### config.mk
export PLATFORM = sky130hd
export DESIGN_NAME = comm_tx_scheduler
export DESIGN_NICKNAME = d
export VERILOG_FILES = /design/src/rtl/comm_tx_scheduler.sv
export SDC_FILE = /design/constraint.sdc
export NUM_CORES = 1
export LEC_CHECK = 0
export ABC_CLOCK_PERIOD_IN_PS = 4400
export BUFFER_PORTS_ARGS = -buffer_cell sky130_fd_sc_hd__buf_2
export CORE_MARGIN = 10
export CORE_UTILIZATION = 57
export DETAILED_ROUTE_END_ITERATION = 6
export HOLD_SLACK_MARGIN = 0.15
export PLACE_DENSITY_LB_ADDON = 0.08
export SLEW_MARGIN = 15
export SYNTH_ARGS = -nofsm -noshare
export SYNTH_HDL_FRONTEND = slang
export SYNTH_SLANG_ARGS = --single-unit
### constraint.sdc
create_clock -name CLOCK_50 -period 4.4 [get_ports CLOCK_50]
set_input_delay 0 -clock CLOCK_50 [delete_from_list [all_inputs] [get_ports CLOCK_50]]
set_output_delay 0 -clock CLOCK_50 [all_outputs]
set_load 0.05 [all_outputs]
### src/rtl/comm_tx_scheduler.sv
// Link transmit scheduler: queues ack/new-game/miss/ball messages, feeds them one at a time
// to the serial sender, and runs new-game retransmission until the peer acknowledges.
module comm_tx_scheduler #(
  parameter int unsigned RETRY_CYCLES = 5000000,
  parameter int unsigned MAX_RETRIES  = 10,
  parameter int unsigned DROP_W       = 8
) (
  input  logic              CLOCK_50,
  input  logic              reset,
  input  logic              ball_req,
  input  logic [8:0]        ball_y_in,
  input  logic [3:0]        vel_x_in,
  input  logic [3:0]        vel_y_in,
  input  logic              miss_req,
  input  logic [4:0]        my_score_in,
  input  logic [4:0]        your_score_in,
  input  logic              you_serve_in,
  input  logic              new_game_req,
  input  logic              you_serve_first_in,
  input  logic              new_game_ack_req,
  input  logic              new_game_ack_rx,
  input  logic              message_sent,
  output logic              send_new_message,
  output logic              ball_message_tx,
  output logic              miss_message_tx,
  output logic              new_game_message_tx,
  output logic              new_game_ack_message_tx,
  output logic [8:0]        ball_y_tx,
  output logic [3:0]        velocity_x_tx,
  output logic [3:0]        velocity_y_tx,
  output logic [4:0]        my_score_tx,
  output logic [4:0]        your_score_tx,
  output logic              you_should_serve_tx,
  output logic              you_serve_first_tx,
  output logic              link_ready,
  output logic              link_fail,
  output logic [DROP_W-1:0] dropped_count
);

  typedef enum logic [1:0] {StIdle, StSend, StAwaitAck} state_e;

  localparam logic [3:0] TyAck  = 4'b1000;
  localparam logic [3:0] TyNg   = 4'b0100;
  localparam logic [3:0] TyMiss = 4'b0010;
  localparam logic [3:0] TyBall = 4'b0001;

  state_e            state_q, state_d;
  logic [3:0]        type_q, type_d;
  logic              from_await_q, from_await_d;
  logic [31:0]       timer_q, timer_d;
  logic [31:0]       retry_q, retry_d;
  logic              link_ready_q, link_ready_d;
  logic              link_fail_q, link_fail_d;
  logic [DROP_W-1:0] drop_q, drop_d;

  // Pending slots
  logic              ack_v_q, ack_v_d;
  logic              ng_v_q, ng_v_d;
  logic              ng_ysf_q, ng_ysf_d;
  logic              miss_v_q, miss_v_d;
  logic [4:0]        miss_my_q, miss_my_d;
  logic [4:0]        miss_your_q, miss_your_d;
  logic              miss_ys_q, miss_ys_d;
  logic              ball_v_q, ball_v_d;
  logic [8:0]        ball_y_q, ball_y_d;
  logic [3:0]        ball_vx_q, ball_vx_d;
  logic [3:0]        ball_vy_q, ball_vy_d;

  // Output payload registers
  logic [8:0]        y_tx_q, y_tx_d;
  logic [3:0]        vx_tx_q, vx_tx_d;
  logic [3:0]        vy_tx_q, vy_tx_d;
  logic [4:0]        my_tx_q, my_tx_d;
  logic [4:0]        your_tx_q, your_tx_d;
  logic              ys_tx_q, ys_tx_d;
  logic              ysf_tx_q, ysf_tx_d;

  logic grant_ack, grant_ng, grant_miss, grant_ball, resend_ng;

  always_comb begin
    state_d      = state_q;
    type_d       = type_q;
    from_await_d = from_await_q;
    timer_d      = timer_q;
    retry_d      = retry_q;
    link_ready_d = link_ready_q;
    link_fail_d  = link_fail_q;
    drop_d       = drop_q;
    ack_v_d      = ack_v_q;
    ng_v_d       = ng_v_q;
    ng_ysf_d     = ng_ysf_q;
    miss_v_d     = miss_v_q;
    miss_my_d    = miss_my_q;
    miss_your_d  = miss_your_q;
    miss_ys_d    = miss_ys_q;
    ball_v_d     = ball_v_q;
    ball_y_d     = ball_y_q;
    ball_vx_d    = ball_vx_q;
    ball_vy_d    = ball_vy_q;
    y_tx_d       = y_tx_q;
    vx_tx_d      = vx_tx_q;
    vy_tx_d      = vy_tx_q;
    my_tx_d      = my_tx_q;
    your_tx_d    = your_tx_q;
    ys_tx_d      = ys_tx_q;
    ysf_tx_d     = ysf_tx_q;
    grant_ack    = 1'b0;
    grant_ng     = 1'b0;
    grant_miss   = 1'b0;
    grant_ball   = 1'b0;
    resend_ng    = 1'b0;

    // A fresh new-game abandons the current handshake; no grant on that edge.
    if (state_q == StAwaitAck && new_game_req) begin
      state_d = StIdle;
    end else begin
      unique case (state_q)
        StIdle: begin
          if (ack_v_q) begin
            grant_ack = 1'b1;
          end else if (ng_v_q) begin
            grant_ng = 1'b1;
          end else if (link_ready_q && miss_v_q) begin
            grant_miss = 1'b1;
          end else if (link_ready_q && ball_v_q) begin
            grant_ball = 1'b1;
          end
          if (grant_ack || grant_ng || grant_miss || grant_ball) begin
            state_d      = StSend;
            from_await_d = 1'b0;
          end
        end
        StSend: begin
          if (message_sent) begin
            if (type_q == TyNg) begin
              state_d = StAwaitAck;
              timer_d = '0;
            end else if (type_q == TyAck && from_await_q) begin
              state_d = StAwaitAck;
            end else begin
              state_d = StIdle;
            end
          end
        end
        StAwaitAck: begin
          if (new_game_ack_rx) begin
            link_ready_d = 1'b1;
            state_d      = StIdle;
          end else if (ack_v_q) begin
            grant_ack    = 1'b1;
            from_await_d = 1'b1;
            state_d      = StSend;
          end else if (timer_q == RETRY_CYCLES - 1) begin
            if (retry_q < MAX_RETRIES) begin
              retry_d      = retry_q + 32'd1;
              resend_ng    = 1'b1;
              from_await_d = 1'b0;
              state_d      = StSend;
            end else begin
              link_fail_d = 1'b1;
              state_d     = StIdle;
            end
          end else begin
            timer_d = timer_q + 32'd1;
          end
        end
        default: state_d = StIdle;
      endcase
    end

    if (grant_ack) begin
      ack_v_d = 1'b0;
      type_d  = TyAck;
    end
    if (grant_ng || resend_ng) begin
      type_d   = TyNg;
      ysf_tx_d = ng_ysf_q;
    end
    if (grant_ng) ng_v_d = 1'b0;
    if (grant_miss) begin
      miss_v_d  = 1'b0;
      type_d    = TyMiss;
      my_tx_d   = miss_my_q;
      your_tx_d = miss_your_q;
      ys_tx_d   = miss_ys_q;
    end
    if (grant_ball) begin
      ball_v_d = 1'b0;
      type_d   = TyBall;
      y_tx_d   = ball_y_q;
      vx_tx_d  = ball_vx_q;
      vy_tx_d  = ball_vy_q;
    end

    if (new_game_req) begin
      link_ready_d = 1'b0;
      link_fail_d  = 1'b0;
      retry_d      = '0;
      ball_v_d     = 1'b0;
      miss_v_d     = 1'b0;
    end

    // Requests are applied last so a same-edge set beats a grant or clear.
    if (new_game_ack_req) ack_v_d = 1'b1;
    if (new_game_req) begin
      ng_v_d   = 1'b1;
      ng_ysf_d = you_serve_first_in;
    end
    if (miss_req) begin
      miss_v_d    = 1'b1;
      miss_my_d   = my_score_in;
      miss_your_d = your_score_in;
      miss_ys_d   = you_serve_in;
    end
    if (ball_req) begin
      if (ball_v_q && !grant_ball && !new_game_req && drop_q != '1) begin
        drop_d = drop_q + 1'b1;
      end
      ball_v_d  = 1'b1;
      ball_y_d  = ball_y_in;
      ball_vx_d = vel_x_in;
      ball_vy_d = vel_y_in;
    end
  end

  always_ff @(posedge CLOCK_50 or posedge reset) begin
    if (reset) begin
      state_q      <= StIdle;
      type_q       <= '0;
      from_await_q <= 1'b0;
      timer_q      <= '0;
      retry_q      <= '0;
      link_ready_q <= 1'b0;
      link_fail_q  <= 1'b0;
      drop_q       <= '0;
      ack_v_q      <= 1'b0;
      ng_v_q       <= 1'b0;
      ng_ysf_q     <= 1'b0;
      miss_v_q     <= 1'b0;
      miss_my_q    <= '0;
      miss_your_q  <= '0;
      miss_ys_q    <= 1'b0;
      ball_v_q     <= 1'b0;
      ball_y_q     <= '0;
      ball_vx_q    <= '0;
      ball_vy_q    <= '0;
      y_tx_q       <= '0;
      vx_tx_q      <= '0;
      vy_tx_q      <= '0;
      my_tx_q      <= '0;
      your_tx_q    <= '0;
      ys_tx_q      <= 1'b0;
      ysf_tx_q     <= 1'b0;
    end else begin
      state_q      <= state_d;
      type_q       <= type_d;
      from_await_q <= from_await_d;
      timer_q      <= timer_d;
      retry_q      <= retry_d;
      link_ready_q <= link_ready_d;
      link_fail_q  <= link_fail_d;
      drop_q       <= drop_d;
      ack_v_q      <= ack_v_d;
      ng_v_q       <= ng_v_d;
      ng_ysf_q     <= ng_ysf_d;
      miss_v_q     <= miss_v_d;
      miss_my_q    <= miss_my_d;
      miss_your_q  <= miss_your_d;
      miss_ys_q    <= miss_ys_d;
      ball_v_q     <= ball_v_d;
      ball_y_q     <= ball_y_d;
      ball_vx_q    <= ball_vx_d;
      ball_vy_q    <= ball_vy_d;
      y_tx_q       <= y_tx_d;
      vx_tx_q      <= vx_tx_d;
      vy_tx_q      <= vy_tx_d;
      my_tx_q      <= my_tx_d;
      your_tx_q    <= your_tx_d;
      ys_tx_q      <= ys_tx_d;
      ysf_tx_q     <= ysf_tx_d;
    end
  end

  assign send_new_message        = (state_q == StSend);
  assign new_game_ack_message_tx = send_new_message & type_q[3];
  assign new_game_message_tx     = send_new_message & type_q[2];
  assign miss_message_tx         = send_new_message & type_q[1];
  assign ball_message_tx         = send_new_message & type_q[0];
  assign ball_y_tx               = y_tx_q;
  assign velocity_x_tx           = vx_tx_q;
  assign velocity_y_tx           = vy_tx_q;
  assign my_score_tx             = my_tx_q;
  assign your_score_tx           = your_tx_q;
  assign you_should_serve_tx     = ys_tx_q;
  assign you_serve_first_tx      = ysf_tx_q;
  assign link_ready              = link_ready_q;
  assign link_fail               = link_fail_q;
  assign dropped_count           = drop_q;

endmodule

==> results.cfg <==
[run_status]
status = finished, final reports clean

[worst_setup_path]
worstPathMaxFanout = 12
max_stage_delay_ps = 930
crit_path_end_kind = flop
startpoint_type = flop
cp_top_family = simple AND/OR/NAND/NOR gates
crit_slowest_cell = nor4_2
crit_type = reg -> reg
crit_buf_inv = 0
cp_cell_sequence = or4_1 > or3_4 > nor4_2 > nor2_1 > nand2_1 > o31ai_1
critPathRequiredTime_ps = 4810
arrival_ps = 3500

[sta]
fin_hold_ws_ps = 220
slew_headroom_pct = 29.1
fmax_mhz = 324
finalSetupTns_ps = 0
slew_viol_final = 0
worstMarginPinSlew_ps = 1050
rsz0062_at_grt = false
finClkSkew_ps = 11.2
period_share_pct = 70.2
finalSetupViolations = 0
min_period_ps = 3090
hold_viol = 0

[logic_synthesis]
ys_warn_count = 0
synth_largest_area_cell = dfrtp_1
netlist_top_cells_area = dfrtp_1 (59%), mux2_2 (11%), nor2b_1 (3.1%)
synth_top_area_share_pct = 58.8
synth_cell_type_count = 50
synth_ff_type = dfrtp_1
syn_inst = 516
synth_edf_count = 0
synthArstFlopShare_pct = 100
netlist_area_um2 = 6090
ys_ff_latch = 143
avgSynthCellArea_um2 = 11.8
yosysSeqAreaShare_pct = 58.8
synth_nets = 556

[final_layout]
fin_area_um2 = 7870
area_growth_pct = 29.3
fin_nets = 705
layout_common_cells = dfrtp_1 (143), buf_2 (80), dlygate4sd3_1 (67)
drive_above_1_share_pct = 26.8
diodes = 0
final_common_cell = dfrtp_1

[power]
powerDensity_nw_per_um2 = 444
ir_drop_v = 0.000427
cellLeakagePower_nw = 3.77

[place]
placed_cell_area_um2 = 6610
port_buffers = 80
place_hpwl_um = 8630
place_congestion = 0.853

[global_route]
overflow = 0
grt_pass1_vias = 4735
grt_usage_pct = 20.8
grt_max_degree = 101
grt_pass1_wl_um = 24600
antenna_found_initial = 0

[route]
vias_per_cell = 5.52
drtIter0Drc = 307
vias = 4492
drc = 0
ant_nets = 0
firstDrtPassIters = 5
drt-total-wl_um = 14600
wl_per_cell_um = 18.0

[die]
die_area_um2 = 15200
start_util_pct = 58.7
rows = 37
fp.dieH_um = 123
fp.dieW_um = 123
coreArea_um2 = 10400
ios = 81

[clocking]
cts_root_buf = clkbuf_8
cts.sinks = 143
clk_path_buf_depth = 2
cts_tree = done
cts_buffers = 17
postCtsSetupBuffers = 0
clock_latency_ps = 540
cts.clk_slew.worst_paths_ps = 60
htreeDepth = 4

[run]
maxCapViolCount = 0

[hold_path]
min_path_type = in -> async
## timing repair
item / in CTS / in global routing
endpoints found under the hold margin: 167 / 0
hold buffers: 67 / 0
gates resized for setup: 0 / 0
## flip-flops by register name, summed over array words and instances (netlist names), 5 cells and up
register,cells
ball_y_q,9
ball_y_tx,9
dropped_count,8
miss_my_q,5
miss_your_q,5
my_score_tx,5
retry_q,32
timer_q,32
your_score_tx,5
## through the flow
step,total power [mW],cells,utilization (%),worst slack [ps]
finish,3.49,814,75.9,1310
global route,3.64,814,75.9,1120
CTS,3.50,814,75.9,1280
detailed placement,2.00,715,63.7,1320
global placement,1.99,715,63.7,1420
floorplan,1.87,516,-,562
## routing by layer
| metal | track usage (%) | up-vias | part of all wire, % |
|---|---|---|---|
| met5 | 0 | - | 0 |
| met4 | 6.55 | 0 | 1.3 |
| met3 | 8.80 | 16 | 7.2 |
| met2 | 33.2 | 127 | 50 |
| met1 | 25.2 | 2231 | 42 |
| li1 | - | 2118 | - |
## worst min-delay path, stage by stage
cell,delay (ps)
dlygate4sd3_1,530
buf_2,150
inv_6,610
## cells by family after synthesis
logic type / count (synthesis) / share of synthesized area [%]
mux: 60 / 11.1
buf+inv: 29 / 1.85
xor+xnor: 29 / 4.17
flops: 143 / 58.8
compound gates: 52 / 5.40
fa+ha+maj: 3 / 0.617
simple gates: 200 / 18.1
## final timing paths
| check | slack, ps | endpoint | depth (start not counted) | startpoint |
|---|---|---|---|---|
| max | 1310 | timer_q[19]$_DFFE_PP0P_ | 6 | timer_q[28]$_DFFE_PP0P_ |
| min | 220 | ball_y_q[0]$_DFFE_PP0P_ | 3 | reset |
| max reg2reg | 1310 | timer_q[19]$_DFFE_PP0P_ | 6 | timer_q[28]$_DFFE_PP0P_ |
| min reg2reg | 490 | retry_q[3]$_DFFE_PP0P_ | 1 | retry_q[3]$_DFFE_PP0P_ |
| max in group asynchronous | 3080 | ball_y_q[2]$_DFFE_PP0P_ | 4 | reset |
| min in group CLOCK_50 | 320 | state_q[1]$_DFFE_PP0P_ | 4 | message_sent |
## Yosys cell counts (2+ instances only)
master and count:
dfrtp_1 143, mux2_2 58, nor2_1 37, nand2_1 32, nor2b_1 30, nand3_1 20
xnor2_1 20, nand4_1 17, nor4_1 15, o21ai_0 15, clkbuf_1 13, a21oi_1 11
nor3_1 10, inv_1 9, xor2_1 9, and2_1 8, a211oi_1 5, o31ai_1 5
and3_1 4, buf_1 4, or4_1 4, and4_1 3, buf_2 3, ha_1 3
nand2b_1 3, o21a_1 3, a21o_1 2, a31o_2 2, a31oi_1 2, mux2i_1 2
nor3b_1 2, nor4_2 2, nor4b_1 2, or2_2 2
## report_power, final
part | internal, mW | switching [mW] | leakage, nW
sequential | 1.40 | 0.0888 | 1.90
combinational | 0.208 | 0.371 | 1.58
clock | 0.880 | 0.544 | 0.286
## layout make-up
cell class              instances  area (µm²)
clock buffers                  23         487
inverters                       9        38.8
clock inverters                 9         106
well taps                     136         170
flip-flops and latches        143        3580
fillers                       672        2500
multi-input cells             344        2400
repair buffers                150        1090
Note: power is estimated with default switching activity, not from simulation.
